**src/rtl/vga_pkg.sv**
```systemverilog
// vga_pkg: shared pixel types, screen size defaults and the box colour palette
package vga_pkg;
  typedef logic [11:0] rgb12_t;
  localparam int H_ACTIVE = 640;
  localparam int V_ACTIVE = 480;
  localparam rgb12_t PALETTE [8] = '{12'h000, 12'hF00, 12'h0F0, 12'h00F,
                                     12'hFF0, 12'h0FF, 12'hF0F, 12'hFFF};
endpackage

```
**src/rtl/bounce_axis.sv**
```systemverilog
// bounce_axis: one axis of box motion, reflecting off 0 and LIM-BOX_SIZE
module bounce_axis #(
  parameter int LIM = 640,
  parameter int BOX_SIZE = 32,
  parameter int SPEED = 2,
  parameter int P0 = 0
) (
  input  logic       clk,
  input  logic       rst,
  input  logic       step,
  output logic [9:0] pos,
  output logic       hit
);
  logic       dir;
  logic [10:0] fwd;
  logic       at_wall;
  // wall test in 11 bits so the far edge plus the step never wraps
  always_comb begin
    fwd = {1'b0, pos} + 11'(BOX_SIZE + SPEED);
    at_wall = dir ? (fwd > 11'(LIM)) : (pos < 10'(SPEED));
    hit = step && at_wall;
  end
  // position/direction advance once per step; a wall hit clamps and reverses
  always_ff @(posedge clk or posedge rst)
    if (rst) begin
      pos <= 10'(P0);
      dir <= 1'b1;
    end else if (step) begin
      pos <= at_wall ? (dir ? 10'(LIM - BOX_SIZE) : 10'd0) : (dir ? pos + 10'(SPEED) : pos - 10'(SPEED));
      dir <= at_wall ? ~dir : dir;
    end
endmodule

```
**src/rtl/vga_bounce_box.sv**
```systemverilog
// vga_bounce_box: bouncing solid square pixel source with one-strobe output pipeline
module vga_bounce_box #(
  parameter int H_ACTIVE = vga_pkg::H_ACTIVE,
  parameter int V_ACTIVE = vga_pkg::V_ACTIVE,
  parameter int BOX_SIZE = 32,
  parameter int SPEED = 2,
  parameter int X0 = 100,
  parameter int Y0 = 50
) (
  input  logic       clk,
  input  logic       rst,
  input  logic       pix_en,
  input  logic       move_en,
  input  logic       frame_tick,
  input  logic [9:0] px,
  input  logic [9:0] py,
  input  logic       de,
  input  logic       hs,
  input  logic       vs,
  output logic [3:0] r_o,
  output logic [3:0] g_o,
  output logic [3:0] b_o,
  output logic       de_o,
  output logic       hs_o,
  output logic       vs_o,
  output logic       corner_o
);
  import vga_pkg::*;
  logic       step, hit_x, hit_y, in_box;
  logic [9:0] x, y;
  logic [2:0] cidx;
  assign step = pix_en & frame_tick & move_en;
  bounce_axis #(.LIM(H_ACTIVE), .BOX_SIZE(BOX_SIZE), .SPEED(SPEED), .P0(X0)) u_x (
    .clk(clk), .rst(rst), .step(step), .pos(x), .hit(hit_x));
  bounce_axis #(.LIM(V_ACTIVE), .BOX_SIZE(BOX_SIZE), .SPEED(SPEED), .P0(Y0)) u_y (
    .clk(clk), .rst(rst), .step(step), .pos(y), .hit(hit_y));
  // box hit test against the current (pre-update) position
  always_comb
    in_box = de && (px >= x) && ({1'b0, px} < {1'b0, x} + 11'(BOX_SIZE))
                && (py >= y) && ({1'b0, py} < {1'b0, y} + 11'(BOX_SIZE));
  // output pipeline and palette index, both advancing only on the pixel strobe
  always_ff @(posedge clk or posedge rst)
    if (rst) begin
      {r_o, g_o, b_o} <= '0;
      de_o <= 1'b0;
      hs_o <= 1'b1;
      vs_o <= 1'b1;
      corner_o <= 1'b0;
      cidx <= 3'd1;
    end else if (pix_en) begin
      {r_o, g_o, b_o} <= in_box ? PALETTE[cidx] : 12'h000;
      de_o <= de;
      hs_o <= hs;
      vs_o <= vs;
      corner_o <= hit_x & hit_y;
      cidx <= cidx + 3'(hit_x | hit_y);
    end
endmodule
```
**config.mk**
```make
export PLATFORM = sky130hd
export DESIGN_NAME = vga_bounce_box
export DESIGN_NICKNAME = d
export VERILOG_FILES = /design/src/rtl/vga_pkg.sv /design/src/rtl/bounce_axis.sv /design/src/rtl/vga_bounce_box.sv
export SDC_FILE = /design/constraint.sdc
export NUM_CORES = 1
export LEC_CHECK = 0
export CORE_UTILIZATION = 54
export CTS_CLUSTER_DIAMETER = 40
export DETAILED_ROUTE_END_ITERATION = 7
export PLACE_DENSITY_LB_ADDON = 0.12
export SKIP_CTS_REPAIR_TIMING = 1
export SYNTH_ARGS = -nofsm -noshare
export SYNTH_HDL_FRONTEND = slang
export SYNTH_SLANG_ARGS = --single-unit
```
**constraint.sdc**
```tcl
create_clock -name clk -period 3.39 [get_ports clk]
set_input_delay 0.678 -clock clk [delete_from_list [all_inputs] [get_ports clk]]
set_output_delay 0.678 -clock clk [all_outputs]
set_load 0.1 [all_outputs]
```
==> impl_results.md <==
- Outcome: completed
- Row Count: 27
- Net count, final: 448
- Routed wire length: 7140 um
- Fin crit period: 3.02 ns
- Clock sink count: 30
- Finished Cell Area: 3520 um2
- Max_cap viols: 0
- Worst hold path type: register to register
- EDFF count, synth: 0
- Xor-xnor portion of the synthesized cell area: 0.0455
- Register area: 764 um2
- IO Pins: 44
- Flop pwr share: 0.327
- Via Count: 2,789
- Synthesis Warnings: 0
- Post-Synth Simple-Gate Area: 0.187
- Post-synth ARST share: 1.00
- Setup TNS Final: 0 ns
- Die footprint: 6010 um2
- Main combinational cell family by area after synthesis: compound AO/OA/AOI/OAI gates
- Synthesized instance count: 355
- Core area: 5510 um2
- Max IR drop VDD: 0.000358 V
- Fillers: 501
- Clock power frac: 0.163
- Grt total ovfl: 0
- CTS Buffer Depth: 2
- Hold Fails Final Rpt: 0
- DRT iter0 DRCs: 261
- Proportion of synthesized area in mux cells: 0.0276
- Slew HR: 0.356
- FMAX: 331 MHz
- DP Area: 3430 um2
- Most used flip-flop cell after synthesis: dfrtp_1
- Clock transition at path regs: 0.07 ns
- Commonest non-fill, non-tap cell in the layout: ha_1
- PD cells: 529 nW/um2
- # diodes: 0
- Crit Path Class: register to register
- Pleak: 1.56 nW
- DR pass1 iterations: 5
- Clk_skew: 0.00642 ns
- Post-route antenna net violation count: 0
- Vias per cell: 6.16
- Clock latency on the worst-skew pair: 0.28 ns
- DRC: 0
- Sw Share: 0.442
- Cell Area, Synth: 3080 um2
- Multi-input logic area: 2040 um2
- Post-synth net total: 423
- Synth Area in Compound Gates: 0.235
- Critical Path Sink Type: register
- Slew of the pin with the lowest slew margin: 0.962 ns
- First-pass GRT wire length: 12,200 um
- # H-tree levels: 2
- #FFs+latches synth: 30
- DP HPWL: 5520 um
- Worst path required time: 3.56 ns
- Synth Area in Adders: 0.166
- Combinational power share: 0.510
- Final GP Congestion: 0.875
- Number of antenna violations at the first check in global routing: 0
- Slew Limit Fails: 0
- Num CTS Buffers: 5
- Largest net degree at the start of global routing: 31
- RSZ-0062 raised after global routing: no
- Most frequent cells in the layout: ha_1 (40), inv_1 (27), nand2_1 (27)
- Synth unique cells: 67
- TritonCTS clock tree: done
- Startpoint types: register
- Mean Syn Cell Area: 8.68 um2
- Share of layout cells above drive strength 1: 0.150
- Net Sw Power: 824 uW
- CP max FO: 11
- Final period utilization: 0.891
- Sequential share of the synthesized area: 0.248
- Port buffer count: 41
- Post-layout util: 0.639
- Initial core utilization: 0.560
- Overall Global Routing Usage: 0.252
- Drt wl/cell: 15.8 um
- Clock root buffer: clkbuf_8
- Final setup vio count: 0
- Vias in the first global route: 2,552
- Area Overhead vs Synth: 14.3%
- Die X: 77.5 um
- Die H: 77.5 um
- Internal power: 1.04 mW
- Critical path arrival: 3.19 ns
[area by class of cell]
type	count	area share
clock buffers	6	0.0235
clock inverters	2	0.00355
inverters	27	0.0288
multi-input cells	267	0.579
flip-flops and latches	30	0.217
well taps	72	0.0256
repair buffers	49	0.123
[worst paths after layout]
check,startpoint,to,slack (ns),cells after the start
max,u_x.pos[5],cidx[1],0.37,11
min,corner_o,corner_o,0.52,1
max reg2reg,u_x.pos[5],cidx[1],0.37,11
min reg2reg,corner_o,corner_o,0.52,1
max in group asynchronous,rst,cidx[0],2.30,3
min in group asynchronous,rst,u_y.pos[3],0.77,3
[synthesized netlist by cell type, types with 3 or more instances]
master,number,share of area
ha_1,40,0.16
a32o_1,4,0.013
a21oi_1,12,0.019
and4_1,3,0.0085
mux2_2,4,0.015
o221ai_1,3,0.0085
mux2i_1,4,0.013
nor3_1,10,0.016
or3_1,4,0.0081
nor2_1,8,0.0097
or4_1,3,0.0073
clkbuf_1,11,0.013
nand2_1,27,0.033
dfrtp_1,19,0.15
xnor2_1,15,0.043
o21a_1,8,0.019
o311ai_1,3,0.0085
buf_4,10,0.024
nand4_1,8,0.016
inv_1,27,0.033
o22ai_1,6,0.012
dfstp_2,11,0.094
buf_2,8,0.013
nand2b_1,4,0.0081
nor4_1,10,0.020
o32a_1,3,0.0097
and3_1,4,0.0081
o21ai_1,5,0.0081
nand3_1,8,0.013
and2_1,5,0.010
o21ai_0,21,0.034
[critical path, stage by stage, from the launching register on]
cell and delay, ns:
dfstp_2 0.66, inv_1 0.18, ha_1 0.23, a41oi_1 0.31, o21ai_0 0.15, and2_1 0.16
o211a_1 0.25, o21ai_1 0.18, o21a_1 0.17, ha_1 0.14, ha_1 0.22, mux2_2 0.26
[per-layer routing]
metal	vias to the layer above	wire (um)	global-route usage
met2	102	2970	0.364
met3	12	436	0.0365
li1	1375	-	-
met1	1300	3630	0.384
met4	0	99	0.0736
met5	-	0	0
[power groups by stage]
| stage | clock, mW | sequential, mW | combinational, mW |
|---|---|---|---|
| 2_1_floorplan | 0 | 0.524 | 0.823 |
| 3_3_place_gp | 0 | 0.605 | 0.925 |
| 3_5_place_dp | 0 | 0.607 | 0.947 |
| 4_1_cts | 0.307 | 0.601 | 0.953 |
| 5_1_grt | 0.329 | 0.624 | 1.08 |
| 6_report | 0.303 | 0.609 | 0.949 |
[flip-flops by register name (all words and copies together), names as in the netlist]
signal,count
u_x.dir,1
u_x.pos,9
vs_o,1
r_o,1
u_y.dir,1
corner_o,1
de_o,1
u_y.pos,9
cidx,3
hs_o,1
b_o,1
g_o,1
[per-stage QoR]
step                instances  total power [mW]  hold slack, ns  setup slack (ns)
finish                    453              1.86           0.516             0.371
global route              453              2.03           0.536             0.219
CTS                       453              1.86           0.525             0.386
detailed placement        445              1.55           0.495             0.306
global placement          445              1.53           0.503             0.388
floorplan                 355              1.35           0.495             0.564
[cell families (layout without fill, tap and decap cells)]
logic type,count (synthesis),after routing
DFF,30,30
and+or+nand+nor,105,105
buffers and inverters,58,84
muxes,8,8
adders and majority gates,41,41
xor gates and xnor gates,16,16
AOI/OAI and AO/OA,97,97
Power figures use the tool's default switching activity.
==> patch: new RTL, config.mk and constraints unchanged <==
Make the reset (`rst`) synchronous in 2 clocked blocks.
--- a/src/rtl/bounce_axis.sv
+++ b/src/rtl/bounce_axis.sv
@@ -21,7 +21,7 @@
     hit = step && at_wall;
   end
   // position/direction advance once per step; a wall hit clamps and reverses
-  always_ff @(posedge clk or posedge rst)
+  always_ff @(posedge clk)
     if (rst) begin
       pos <= 10'(P0);
       dir <= 1'b1;
--- a/src/rtl/vga_bounce_box.sv
+++ b/src/rtl/vga_bounce_box.sv
@@ -39,7 +39,7 @@
     in_box = de && (px >= x) && ({1'b0, px} < {1'b0, x} + 11'(BOX_SIZE))
                 && (py >= y) && ({1'b0, py} < {1'b0, y} + 11'(BOX_SIZE));
   // output pipeline and palette index, both advancing only on the pixel strobe
-  always_ff @(posedge clk or posedge rst)
+  always_ff @(posedge clk)
     if (rst) begin
       {r_o, g_o, b_o} <= '0;
       de_o <= 1'b0;
Behaviour: differs if rst is asserted again (counterexample within 4 cycles, from zero or initial values and one cycle with rst high); with rst held inactive, the same outputs for 10 cycles.
==> patch against the unedited design <==
  * Die area fell by 2.6%
  * Clock skew fell by 0.0023 ns
  * Critical endpoint is now g_o[2]
  * Sequential cell count unchanged
  * Cell count increased by 3.8%
  * Count of clock-buffer cells in the layout is the same
  * Synthesized area decreased by 2.6%
  * Routed wire length grew 4.7%
  * Via count increased by 4.7%
  * Setup slack better by 0.079 ns
  * Design area decreased by 2.0%
Power is not compared: it rests on default switching activity, and its combinational part moved more than twofold at a synthesized area within 25%.
==> patch: results (changes against the unedited design) <==
synth_compound_area_share_pct: 26.6  # was 23.5%
synth-adder-area-share_pct: 16.7  # was 16.6%
track_usage_pct: 26.5  # was 25.2%
via_per_inst: 6.21  # was 6.16
synth-seq-area-share_pct: 20.0  # was 24.8%
min_path_type: "flip-flop to flip-flop"  # unchanged
synth_area_leaders: "dfxtp_1 (20%), ha_1 (17%), xnor2_1 (4.1%)"  # was ha_1 (16%), dfrtp_1 (15%), dfstp_2 (9.4%)
clock_latency_ns: 0.29
dp_hpwl_um: 5580  # was 5520 µm
grt_pass1_wl_um: 12700  # was 12,200 µm
hold_depth: 2  # was 1
grt_pass1_vias: 2642  # was 2,552
synth_cell_types: 67  # unchanged
hp-start: "hs_o"  # was corner_o
ir_drop_uv: 161
cp.arrival_ns: 3.13  # was 3.19 ns
muxShareOfSynthArea_pct: 2.34  # was 2.76%
rrSetupSlack_ns: 0.48  # was 0.37 ns
synth_xor_xnor_area_share_pct: 4.38  # was 4.55%
layout-drive-gt1-share_pct: 11.5  # was 15.0%
cts_buffer_depth: 2  # unchanged
clockRootBuffer: "clkbuf_8"  # unchanged
crit_fanout: 3  # was 11
async_flop_share_pct: 0  # was 100%
outcome: "completed"  # unchanged
min_to: "hs_o"  # was corner_o
r2r_cells: 11  # unchanged
syn-num-nets: 444  # was 423
num-fill-cells: 470  # was 501
tightest_slew_ns: 0.971  # was 0.962 ns
detail_route.iter0.violations: 254  # was 261
synth_ff_type: "dfxtp_1"  # was dfrtp_1
grt_max_degree: 23  # was 31
antenna_cells: 0  # unchanged
worstReg2RegEnd: "cidx[1]"  # unchanged
wirelength_um: 7470  # was 7140 µm
synth_edf_count: 0  # unchanged
port_buffers: 41  # unchanged
yosysWarnings: 0  # unchanged
antenna_found_initial: 0  # unchanged
hold_viol: 0  # unchanged
htree_num_levels: 2  # unchanged
fin_worst_skew_ns: 0.00408  # was 0.00642 ns
top_regs: "u_x.pos x9, u_y.pos x9, cidx x3"  # unchanged
nets: 467  # was 448
reg2reg_from: "u_y.pos[2]"  # was u_x.pos[5]
cts_made_buffers: 5  # unchanged
place.gp.congestion: 0.930  # was 0.875
cts.reportedPaths.clkPinSlew_ns: 0.07  # about the same
p_leak_nw: 1.38
ys_top_cells_by_count: "ha_1 (40), dfxtp_1 (30), inv_1 (24), nor2_1 (22), nand2_1 (21)"  # was ha_1 (40), inv_1 (27), nand2_1 (27), o21ai_0 (21), dfrtp_1 (19)
drt_first_pass_iters: 5  # unchanged
==> patch: cell types whose count changed in the layout (fill, tap and decap cells not counted), moves of 10 or more <==
cell / unedited run / this run
dfstp_2: 11 / 0
dfxtp_1: 0 / 30
nand3_1: 8 / 18
dfrtp_1: 19 / 0
nor2_1: 8 / 22
==> patch: area by class of cell <==
class	instances	area (µm²)	share of cell area, %
timing repair buffer	53	468	13.6
sequential	30	601	17.4
clock inverter	2	12.5	0.363
inverter	26	97.6	2.83
tap	70	87.6	2.54
multi-input combinational	283	2100	60.9
clock buffer	6	82.6	2.39
==> patch: kinds of logic (layout without fill, tap and decap cells) <==
group / after synthesis / after routing
AND/OR/NAND/NOR: 112 / 112
XOR/XNOR: 15 / 15
flip-flops: 30 / 30
buffers and inverters: 63 / 87
multiplexers: 7 / 7
AO/OA/AOI/OAI: 109 / 109
adder cells (fa/ha/maj): 40 / 40
==> patch: per-stage QoR <==
stage                     setup slack, ns  hold slack [ns]  instance area, µm²  instances
after floorplan                     0.677            0.505                3000        376
after global placement              0.360            0.456                3350        462
after detailed placement            0.191            0.465                3350        462
after CTS                           0.454            0.483                3450        470
after global routing                0.147            0.508                3450        470
final                               0.450            0.477                3450        470
==> patch: worst max path at each step <==
stage                          to  startpoint  slack, ns  cells past startpoint
after floorplan           cidx[1]  u_y.pos[5]       0.68                     13
after global placement     g_o[2]       py[1]       0.36                      8
after detailed placement   g_o[2]       py[1]       0.19                      8
after CTS                  g_o[2]       py[1]       0.45                      8
after global routing       g_o[2]       py[1]       0.15                      8
final                      g_o[2]       py[1]       0.45                      8
==> patch: where the power goes <==
| group | total, mW | internal [mW] | switching, mW |
|---|---|---|---|
| Clock | 0.319 | 0.163 | 0.156 |
| Sequential | 0.387 | 0.364 | 0.0235 |
| Combinational | 0.224 | 0.0992 | 0.125 |
==> patch: critical path: stages <==
cell             delay [ns]
clkdlybuf4s50_1        0.41
ha_1                   0.29
o21ai_0                0.14
a22oi_1                0.16
a21o_1                 0.21
a2111oi_0              0.56
o32ai_1                0.27
o41ai_1                0.40
==> patch: routing by layer <==
| metal | share of wire (%) | track usage [%] |
|---|---|---|
| met5 | 0 | 0 |
| met2 | 46 | 43.1 |
| met4 | 0.72 | 5.77 |
| met1 | 47 | 36.9 |
| met3 | 5.8 | 4.07 |
